`config.mk`:
```
export PLATFORM = sky130hd
export DESIGN_NAME = win_tracker_flat
export DESIGN_NICKNAME = d
export VERILOG_FILES = /design/src/rtl/win_tracker_if.sv /design/src/rtl/win_tracker.sv /design/src/flat_wrapper.sv
export SDC_FILE = /design/constraint.sdc
export NUM_CORES = 1
export LEC_CHECK = 0
export ABC_AREA = 1
export CAP_MARGIN = 20
export CORE_UTILIZATION = 55
export DETAILED_ROUTE_END_ITERATION = 10
export DONT_BUFFER_PORTS = 1
export PLACE_DENSITY_LB_ADDON = 0.12
export SLEW_MARGIN = 30
export SYNTH_ARGS = -nofsm -noshare
export SYNTH_HDL_FRONTEND = slang
export SYNTH_SLANG_ARGS = --single-unit
```
`constraint.sdc`:
```
create_clock -name clk -period 1.4 [get_ports clk]
set_input_delay 0.35 -clock clk [delete_from_list [all_inputs] [get_ports clk]]
set_output_delay 0.35 -clock clk [all_outputs]
set_load 0.01 [all_outputs]
```
`src/rtl/win_tracker_if.sv`:
```
// -----------------------------------------------------------------------------
// win_tracker_if
//
// Bundle between the game logic / display side and the win_tracker block.
//
//   win      : per-player win strobes (level or pulse; rising edges count)
//   clear    : synchronous new-match clear
//   wins     : packed counts, player p at [p*WIDTH +: WIDTH]
//   level    : packed levels, player p at [p*LVL_W +: LVL_W]
//   level_up : one-cycle pulse per player when its level increments
//   leader   : lowest index among the players holding the highest count
//   tie      : two or more players share the highest count
//
// Modports:
//   master : game/display side (drives win/clear, reads results)
//   slave  : the tracker itself
// -----------------------------------------------------------------------------
interface win_tracker_if #(
    parameter int NUM_PLAYERS = 2,
    parameter int WIDTH       = 8,
    parameter int LVL_W       = 3
);
    localparam int IDX_W = (NUM_PLAYERS > 1) ? $clog2(NUM_PLAYERS) : 1;

    logic [NUM_PLAYERS-1:0]       win;
    logic                         clear;
    logic [NUM_PLAYERS*WIDTH-1:0] wins;
    logic [NUM_PLAYERS*LVL_W-1:0] level;
    logic [NUM_PLAYERS-1:0]       level_up;
    logic [IDX_W-1:0]             leader;
    logic                         tie;

    modport master (
        output win, clear,
        input  wins, level, level_up, leader, tie
    );

    modport slave (
        input  win, clear,
        output wins, level, level_up, leader, tie
    );
endinterface

```
`src/rtl/win_tracker.sv`:
```
// -----------------------------------------------------------------------------
// win_tracker
//
// Counts rising edges of each player's win strobe into saturating per-player
// counters, derives a level every LEVEL_STEP counted wins (saturating at
// MAX_LEVEL) with a one-cycle level_up pulse, and reports the registered
// leader index and tie flag.
//
// Ports:
//   clk : system clock, all state on the rising edge
//   rst : asynchronous, active-low reset
//   bus : win_tracker_if.slave (win, clear in; wins, level, level_up,
//         leader, tie out)
//
// Build option:
//   WIN_SYNC_EN : when defined, each win bit passes a two-flop synchronizer
//                 (reset to 1) before edge detection; win-to-count latency
//                 becomes three sampling edges.
// -----------------------------------------------------------------------------
module win_tracker #(
    parameter int NUM_PLAYERS = 2,
    parameter int WIDTH       = 8,
    parameter int LEVEL_STEP  = 5,
    parameter int MAX_LEVEL   = 7,
    parameter int LVL_W       = 3
) (
    input  logic         clk,
    input  logic         rst,
    win_tracker_if.slave bus
);
    localparam int IDX_W  = (NUM_PLAYERS > 1) ? $clog2(NUM_PLAYERS) : 1;
    localparam int STEP_W = (LEVEL_STEP > 1) ? $clog2(LEVEL_STEP) : 1;

    localparam logic [WIDTH-1:0]  WINS_MAX  = {WIDTH{1'b1}};
    localparam logic [STEP_W-1:0] STEP_LAST = STEP_W'(LEVEL_STEP - 1);
    localparam logic [LVL_W-1:0]  LEVEL_TOP = LVL_W'(MAX_LEVEL);

    logic [NUM_PLAYERS-1:0] win_in;
    logic [NUM_PLAYERS-1:0] win_q;
    logic [NUM_PLAYERS-1:0] ev;

`ifdef WIN_SYNC_EN
    logic [NUM_PLAYERS-1:0] win_s1;
    logic [NUM_PLAYERS-1:0] win_s2;

    // Reset to ones so a strobe already high at reset release looks "old".
    always_ff @(posedge clk or negedge rst) begin
        if (!rst) begin
            win_s1 <= '1;
            win_s2 <= '1;
        end else begin
            win_s1 <= bus.win;
            win_s2 <= win_s1;
        end
    end

    assign win_in = win_s2;
`else
    assign win_in = bus.win;
`endif

    // win_q resets to ones so a win held through reset is not counted; it
    // keeps tracking during clear so a held win is not recounted afterwards.
    // NOTE: sequential state uses non-blocking assignments so every flop
    // samples pre-edge values regardless of process ordering.
    always_ff @(posedge clk or negedge rst) begin
        if (!rst) begin
            win_q <= '1;
        end else begin
            win_q <= win_in;
        end
    end

    assign ev = win_in & ~win_q;

    // ------------------------------------------------------------------
    // Per-player counters, step counters and levels
    // ------------------------------------------------------------------
    logic [WIDTH-1:0]       wins_r     [NUM_PLAYERS];
    logic [LVL_W-1:0]       level_r    [NUM_PLAYERS];
    logic [STEP_W-1:0]      step_r     [NUM_PLAYERS];
    logic [NUM_PLAYERS-1:0] level_up_r;

    always_ff @(posedge clk or negedge rst) begin
        if (!rst) begin
            // NOTE: these arrays are a handful of flops per player, not a
            // RAM, so they take the async reset like any other register.
            for (int p = 0; p < NUM_PLAYERS; p++) begin
                wins_r[p]  <= '0;
                level_r[p] <= '0;
                step_r[p]  <= '0;
            end
            level_up_r <= '0;
        end else begin
            level_up_r <= '0;
            for (int p = 0; p < NUM_PLAYERS; p++) begin
                if (bus.clear) begin
                    wins_r[p]  <= '0;
                    level_r[p] <= '0;
                    step_r[p]  <= '0;
                end else if (ev[p] && (wins_r[p] != WINS_MAX)) begin
                    // A saturated counter swallows the event completely,
                    // so step and level freeze along with it.
                    wins_r[p] <= wins_r[p] + WIDTH'(1);
                    if (step_r[p] == STEP_LAST) begin
                        step_r[p] <= '0;
                        if (level_r[p] < LEVEL_TOP) begin
                            level_r[p]    <= level_r[p] + LVL_W'(1);
                            level_up_r[p] <= 1'b1;
                        end
                    end else begin
                        step_r[p] <= step_r[p] + STEP_W'(1);
                    end
                end
            end
        end
    end

    // ------------------------------------------------------------------
    // Leader / tie, computed from the current counts and registered
    // ------------------------------------------------------------------
    logic [WIDTH-1:0] max_c;
    logic [IDX_W-1:0] lead_c;
    logic             tie_c;
    logic [IDX_W-1:0] leader_r;
    logic             tie_r;

    // NOTE: every variable gets a value before any branch, so this block
    // stays purely combinational with no latch inferred.
    always_comb begin
        max_c  = wins_r[0];
        lead_c = '0;
        tie_c  = 1'b0;
        // Strict '>' keeps the lowest index on equal counts.
        for (int p = 1; p < NUM_PLAYERS; p++) begin
            if (wins_r[p] > max_c) begin
                max_c  = wins_r[p];
                lead_c = IDX_W'(p);
            end
        end
        for (int p = 0; p < NUM_PLAYERS; p++) begin
            if ((p != int'(lead_c)) && (wins_r[p] == max_c)) begin
                tie_c = 1'b1;
            end
        end
    end

    always_ff @(posedge clk or negedge rst) begin
        if (!rst) begin
            leader_r <= '0;
            tie_r    <= (NUM_PLAYERS > 1);
        end else begin
            leader_r <= lead_c;
            tie_r    <= tie_c;
        end
    end

    // ------------------------------------------------------------------
    // Output packing
    // ------------------------------------------------------------------
    for (genvar p = 0; p < NUM_PLAYERS; p++) begin : g_pack
        assign bus.wins[p*WIDTH +: WIDTH]  = wins_r[p];
        assign bus.level[p*LVL_W +: LVL_W] = level_r[p];
    end

    assign bus.level_up = level_up_r;
    assign bus.leader   = leader_r;
    assign bus.tie      = tie_r;

endmodule

```
`src/flat_wrapper.sv`:
```
// flat-port wrapper written by rule: the top's interface ports become plain ports
module win_tracker_flat 
#(
    parameter int NUM_PLAYERS = 2,
    parameter int WIDTH       = 8,
    parameter int LEVEL_STEP  = 5,
    parameter int MAX_LEVEL   = 7,
    parameter int LVL_W       = 3
)
  (clk, rst, bus_win, bus_clear, bus_wins, bus_level, bus_level_up, bus_leader, bus_tie);
  win_tracker_if #(.NUM_PLAYERS(NUM_PLAYERS), .WIDTH(WIDTH), .LVL_W(LVL_W)) bus_i ();
  input  logic clk;
  input  logic rst;
  input wire logic [$bits(bus_i.win)-1:0] bus_win;
  input wire logic [$bits(bus_i.clear)-1:0] bus_clear;
  output wire logic [$bits(bus_i.wins)-1:0] bus_wins;
  output wire logic [$bits(bus_i.level)-1:0] bus_level;
  output wire logic [$bits(bus_i.level_up)-1:0] bus_level_up;
  output wire logic [$bits(bus_i.leader)-1:0] bus_leader;
  output wire logic [$bits(bus_i.tie)-1:0] bus_tie;
  assign bus_i.win = bus_win;
  assign bus_i.clear = bus_clear;
  assign bus_wins = bus_i.wins;
  assign bus_level = bus_i.level;
  assign bus_level_up = bus_i.level_up;
  assign bus_leader = bus_i.leader;
  assign bus_tie = bus_i.tie;
  win_tracker #(.NUM_PLAYERS(NUM_PLAYERS), .WIDTH(WIDTH), .LEVEL_STEP(LEVEL_STEP), .MAX_LEVEL(MAX_LEVEL), .LVL_W(LVL_W)) u_core (.clk(clk), .rst(rst), .bus(bus_i));
endmodule
```
Word-level counts from Yosys, hierarchy flattened. Cells that the tools add are included.

Add/sub/neg operators: 6. Order comparisons: 3. Eq/ne operators: 6. Mux-type cells: 30. Bitwise logic cells: 3. Reductions and logical operators: 12.

Operators by type and width (number): two-way mux 3 bit (14); two-way mux 8 bit (5); adder 8 x 1 -> 8 bit (second input constant) (2); == test 8 bit (2); inequality test 8 bit (second input constant) (2); adder 3 x 1 -> 3 bit (second input constant) (4); nonzero test 2 bit (6); two-way mux 1 bit (11); > comparator 8 bit (1); == test 3 bit (second input constant) (2); < comparator 3 bit (second input constant) (2); AND reduction 3 bit (2); logical AND 1 bit (4); AND 2 bit (1); NOT 2 bit (1); NOT 1 bit (1).

Flip-flop bits (word level): 34. Output and inout port bits: 26.

Longest topological paths before layout. Gate-level depths: netlist (run 1).

Depth after elaboration: 6. Depth in mapped cells: 9. Gate-level depth less buffers: 9.

Worst setup path before layout (run 1). No wires, ideal clock.

Path type: register to register. From: register u_core.wins_r (netlist bit u_core.bus.wins[0]). To: register u_core.step_r[3] (netlist bit). Data arrival time: 1357 ps. Data required time: 1282 ps. Slack: -74 ps. Cell stages (with the launch flop): 10. Period minus slack after synthesis: 1474 ps. Path through: dfrtp_1 > ha_1 > nand2_1 > nor2_1 > nand2_2 > nand2_2 > nand2_2 > buf_6 > nand2_1 > o21ai_2.

Cells in the longest elaborated chain, start to end: 3.

RTL lines: from (decl) (RTL line win_tracker.sv:79) `logic [WIDTH-1:0] wins_r [NUM_PLAYERS];`; from (signal, indexed assignment) (RTL line win_tracker.sv:104) `wins_r[p] <= wins_r[p] + WIDTH'(1);`; inequality test 8 bit (RTL line win_tracker.sv:101) `end else if (ev[p] && (wins_r[p] != WINS_MAX)) begin`; logical AND 1 bit (RTL line win_tracker.sv:101); nonzero test 2 bit (no line); to (signal, indexed assignment) (RTL line win_tracker.sv:112) `step_r[p] <= step_r[p] + STEP_W'(1);`; to (decl) (RTL line win_tracker.sv:81) `logic [STEP_W-1:0] step_r [NUM_PLAYERS];`.

Every way passes these cells. A chain may end at the register's enable or synchronous reset.

Final worst setup path (run 1).
From: register u_core.wins_r (netlist bit u_core.bus.wins[1]). To: register u_core.step_r[5] (netlist bit).

The elaborated chain is that of the path after synthesis.

==> summary.txt, run 1 <==
Timing
  • Worst slew pin tran: 423.4 ps
  • Final cycle utilization of the critical path: 99.25%
  • Relative slew slack: 71.67%
  • Worst hold slack: 43.40 ps
  • Slew Viols, Final: 0
  • Final setup violation count: 0
  • Final Critical Period: 1389 ps
  • Fmax: 719.7 MHz
  • RSZ-0062 raised after global routing: true
  • Final Skew: 3.284 ps
  • Hold Fails Final Rpt: 0

Critical path
  • Setup crit end kind: flop
  • FF-to-FF path depth: 9
  • Critical Path Sink: u_core.step_r[5]
  • R2R Path Start: u_core.bus.wins[1]
  • WS Path Type: reg -> reg
  • Worst setup path startpoint: u_core.bus.wins[1]
  • CP startpoint kind: flop
  • Required @ worst endpoint: 1590 ps
  • CP max FO: 4
  • R2r setup slk: 10 ps
  • R2R Path End: u_core.step_r[5]
  • Arrival time worst endpoint: 1580 ps

Pwr
  • Leakage power: 1.357 nW
  • PwrDens: 791.4 nW/µm²
  • Max IR drop VDD: 0.0006821 V
  • Power Total: 2.082 mW

Route
  • DR iter-0 viols: 96
  • Total number of vias: 1945
  • First drt pass iteration count: 4
  • WL per Instance: 14.18 µm
  • Final ANT Viol Nets: 0
  • Residual DRC: 0
  • Final wirelength: 5.161 mm
  • Vias per inst: 5.343

Clock tree
  • Number of buffers on the longest clock path: 2
  • CTS tree: built
  • Worst-Skew Late Latency: 300 ps
  • Total CTS buffers: 5
  • Clock root buffer master: clkbuf_8
  • CTS H-Tree Depth: 2
  • Clock transition at path regs: 70 ps
  • CTS Sinks: 34

Yosys
  • Sequential share of the synthesized area: 40.29%
  • Post-synthesis adder-cell area fraction: 9.440%
  • Synth warn: 0
  • Mapped Cells: 277
  • Flops & latches, synth: 34
  • Post-Synth XOR/XNOR Area: 3.717%
  • Synth Area in Compound Gates: 7.257%
  • Multiplexer share of the synthesized area: 0%
  • Syn nets: 298
  • Synth Area in Simple Gates: 31.98%
  • Largest family of logic cells by synthesized area: simple AND/OR/NAND/NOR gates
  • Syn Area/Cell: 7.656 µm²
  • Library cells used by synthesis: 25
  • Cell Area, Synth: 2121 µm²

Floorplanning
  • Die ar.: 4108 µm²
  • I/O pin count: 31
  • Die W: 64.10 µm
  • Die Y: 64.10 µm
  • Core Region: 3689 µm²
  • Starting density of the core: 57.50%
  • Cell row count: 22

Placement
  • Post-placement cell count: 352
  • GP Congestion: 0.8520
  • IO buf count: 0
  • DP HPWL: 3.628 mm

Global route
  • Total grt overflow: 0
  • Initial antenna violation count: 0
  • Largest net degree at the start of global routing: 35
  • Total track usage: 28.59%
  • Vias in the first global route: 1902
  • First-pass GRT wire length: 8.811 mm

Finish
  • Share of layout cells above drive strength 1: 25.95%
  • Ant diodes: 0
  • Leading cell type in the layout, fill and taps excluded: nand2_1
  • Final core occ: 71.34%
  • Commonest cells after routing, fill and taps aside: nand2_1 (65), inv_1 (31), nand3_1 (30), buf_4 (29), dfrtp_1 (27)
  • Layout area overhead: 24.07%
  • Fin cells: 364
  • Nets: 336

Min path
  • Class of the worst hold path: in -> reg

Status
  • Run status: completed

Run
  • Max-cap viol count: 0
==> worst min path at each step <==
stage / cells past startpoint / to / from
3_5_place_dp: 0 / u_core.bus.wins[4] / rst
3_3_place_gp: 0 / u_core.bus.wins[4] / rst
4_1_cts: 0 / u_core.win_q[0] / bus_win[0]
5_1_grt: 0 / u_core.win_q[1] / bus_win[1]
2_1_floorplan: 0 / u_core.bus.leader / rst
6_report: 0 / u_core.win_q[0] / bus_win[0]
==> stage by stage <==
step | cell area [µm²] | setup TNS (ps) | setup WS (ps)
2_1_floorplan | 2122 | 0 | 4.026
3_3_place_gp | 2392 | 0 | 35.78
3_5_place_dp | 2392 | 0 | 11.57
4_1_cts | 2524 | 0 | 14.80
5_1_grt | 2631 | -758.9 | -62.51
6_report | 2631 | 0 | 10.54
==> cells by family (layout without fill, tap and decap cells) <==
| logic type | count (synthesis) | after routing |
|---|---|---|
| DFF | 34 | 34 |
| AOI/OAI and AO/OA | 25 | 25 |
| and+or+nand+nor | 155 | 156 |
| xor gates and xnor gates | 9 | 9 |
| buffers and inverters | 38 | 76 |
| adders and majority gates | 16 | 16 |
==> sequential cells by signal, indices dropped and copies added (netlist names) <==
signal and cells:
u_core.bus.level_up 2, u_core.bus.wins 16, u_core.win_q 2, u_core.bus.tie 1, u_core.bus.level 6, u_core.bus.leader 1
u_core.step_r 6
==> report_power, final <==
group,internal (mW),total [mW],switching (mW)
registers,1.03,1.06,0.0292
clock network,0.396,0.763,0.366
logic,0.0989,0.263,0.164
==> synth_stat cells (all sizes together) <==
cell type	count	area (µm²)
dfstp	3	78.83
nand2	80	322.8
nand3	31	155.2
clkbuf	3	11.26
nand4	7	43.79
nor3	6	30.03
inv	32	120.1
ha	16	200.2
o22ai	4	25.02
dfrtp	31	775.7
xor2	7	61.31
o21bai	1	7.510
xnor2	2	17.52
o21ai	12	78.82
clkinv	2	12.51
o21a	1	7.510
nor2	31	126.4
a21oi	7	35.03
buf	1	11.26
==> area by class of cell <==
| class | count | area, µm² |
|---|---|---|
| tap | 48 | 60.06 |
| clock inverter | 1 | 5.005 |
| timing repair buffer | 34 | 285.3 |
| clock buffer | 7 | 86.33 |
| sequential | 34 | 859.6 |
| inverter | 34 | 132.6 |
| multi-input combinational | 206 | 1202 |
| fill | 305 | 1057 |
==> timing repair <==
item                       4_1_cts  5_1_grt
gates resized for setup          1       31
cloned                           0        1
setup buffers                    1        0
setup endpoints to repair        2       28
pin swaps                        0        7
hold buffers                     2        0
hold endpoints to repair        34        0
==> routing by layer <==
metal | vias to the layer above | share of wire [%] | global-route usage (%)
met5 | - | 0 | 0
met4 | 0 | 1.9 | 9.722
met3 | 10 | 4.9 | 8.571
met2 | 45 | 48 | 46.41
met1 | 918 | 45 | 36.25
li1 | 972 | - | -
==> worst max-delay path, cell delays in order (launching register included) <==
cell	delay, ps
dfrtp_1	370
ha_2	200
nand2_2	80
nor2_4	130
nand2_2	80
nand2_2	90
nand2_4	70
buf_6	140
nand2_2	70
nand2_2	50
Note: power is estimated with default switching activity, not from simulation.
==> run 2: changes to the inputs <==
--- a/config.mk
+++ b/config.mk
@@ -10,7 +10,7 @@
 export CORE_UTILIZATION = 55
 export DETAILED_ROUTE_END_ITERATION = 10
 export DONT_BUFFER_PORTS = 1
-export PLACE_DENSITY_LB_ADDON = 0.12
+export PLACE_DENSITY = 0.7
 export SLEW_MARGIN = 30
 export SYNTH_ARGS = -nofsm -noshare
 export SYNTH_HDL_FRONTEND = slang
==> summary.txt, run 2 (synthesis results as in run 1) <==
Global route
  • Largest net degree at the start of global routing: 35
  • Initial antenna violation count: 0
  • First-pass GRT wire length: 7.962 mm
  • Total track usage: 25.69%
  • Vias in the first global route: 1789
  • Total grt overflow: 0

Placement
  • GP Congestion: 0.8371
  • Place WS: 33.60 ps
  • IO buf count: 0
  • DP HPWL: 3.540 mm

Floorplanning
  • Cell row count: 22
  • Starting density of the core: 57.50%
  • I/O pin count: 31
  • Die Y: 64.10 µm
  • Die ar.: 4108 µm²
  • Die W: 64.10 µm
  • Core Region: 3689 µm²

Finish
  • Largest register FFs: 16
  • Commonest cells after routing, fill and taps aside: nand2_1 (66), buf_4 (33), nand3_1 (29), inv_1 (28), dfrtp_1 (28)
  • Share of layout cells above drive strength 1: 28.13%
  • Final core occ: 72.46%
  • Layout area overhead: 26.02%
  • Leading cell type in the layout, fill and taps excluded: nand2_1
  • Ant diodes: 0
  • Nets: 340

Critical path
  • CP startpoint kind: flop
  • Delay-heaviest family, CP: simple AND/OR/NAND/NOR gates
  • Arrival time worst endpoint: 1570 ps
  • Slowest CP cell: dfrtp_1
  • Worst setup path startpoint: u_core.bus.wins[1]
  • Required @ worst endpoint: 1590 ps
  • WS Path Type: reg -> reg
  • CP max FO: 6
  • R2R Path Start: u_core.bus.wins[1]
  • Setup crit end kind: flop
  • Crit-path cells: ha_2 -> nand2_2 -> nor2_4 -> nand2_2 -> nand2_4 -> nand2_4 -> buf_6 -> nand2_2 -> o21ai_2
  • Slowest Stage Delay on Critical Path: 370 ps
  • Crit path top cell by count: nand2_2
  • Worst path buffer plus inverter count: 1

Route
  • Residual DRC: 0
  • Total number of vias: 1960
  • Final ANT Viol Nets: 0
  • DR iter-0 viols: 170
  • Final wirelength: 5.007 mm
  • WL per Instance: 13.61 µm
  • Vias per inst: 5.326
  • First drt pass iteration count: 4

Timing
  • Final Skew: 8.681 ps
  • Final cycle utilization of the critical path: 98.09%
  • Final Critical Period: 1373 ps
  • Fmax: 728.2 MHz
  • Worst hold slack: 50.72 ps
  • Worst slew pin tran: 426.7 ps
  • RSZ-0062 raised after global routing: true
  • Slew Viols, Final: 0
  • Relative slew slack: 71.45%
  • Final setup violation count: 0
  • Worst Setup Slack, final: 26.79 ps
  • Setup_tns: 0 ps
  • Hold Fails Final Rpt: 0

Clock tree
  • Worst-Skew Late Latency: 290 ps
  • Clock root buffer master: clkbuf_8
  • CTS Sinks: 34
  • CTS tree: built
  • Total CTS buffers: 5
  • Clock transition at path regs: 70 ps
  • CTS H-Tree Depth: 2
  • Number of buffers on the longest clock path: 2

Min path
  • Hold wc startpoint: bus_win[1]
  • Class of the worst hold path: in -> reg

Pwr
  • Max IR drop VDD: 0.0005733 V
  • Leakage power: 1.370 nW
  • PwrDens: 777.6 nW/µm²

Status
  • Run status: completed

Run
  • Max-cap viol count: 0
## run 2: final cells by class
cell class                      instances  area, µm²
Clock buffer                            7      86.33
Clock inverter                          1      5.005
Fill cell                             313       1016
Inverter                               34      132.6
Multi-Input combinational cell        206       1219
Sequential cell                        34      858.3
Tap cell                               48      60.06
Timing Repair Buffer                   38      311.5
## run 2: repair_timing
item	CTS	global route
hold endpoints to repair	34	0
hold buffers	2	0
resized for setup	0	36
buffers inserted	0	4
endpoints found under the setup margin	0	28
## run 2: per-layer routing
layer  track usage (%)  vias to the layer above  wire, µm
met1             32.57                      919      2282
li1                  -                      984         -
met5                 0                        -         0
met4             11.11                        0        75
met2             40.56                       50      2402
met3             7.679                        7       247
## run 2: report_power, final
| group | switching, mW | leakage, nW | internal (mW) |
|---|---|---|---|
| clock | 0.358 | 0.0482 | 0.396 |
| sequential | 0.0289 | 0.454 | 1.03 |
| combinational | 0.164 | 0.867 | 0.103 |
## run 2: worst register-to-register path, stage by stage (launching register included)
cell     delay, ps
dfrtp_1        370
ha_2           200
nand2_2         90
nor2_4         140
nand2_2         90
nand2_4         90
nand2_4         60
buf_6          150
nand2_2         60
o21ai_2         40
## run 2: through the flow
step / std cells / power, mW / area (µm²)
finish: 368 / 2.078 / 2673
global route: 368 / 2.170 / 2673
CTS: 364 / 2.063 / 2529
detailed placement: 354 / 1.287 / 2407
global placement: 354 / 1.280 / 2407
floorplan: 277 / 1.224 / 2122
## run 2: final timing paths
check / end / slack, ps / depth (start not counted)
max: u_core.bus.wins[2] / 30 / 9
min: u_core.win_q[1] / 50 / 0
max reg2reg: u_core.bus.wins[2] / 30 / 9
min reg2reg: u_core.step_r[2] / 530 / 2
max in group asynchronous: u_core.win_q[0] / 630 / 2
min in group asynchronous: u_core.bus.wins[2] / 510 / 2
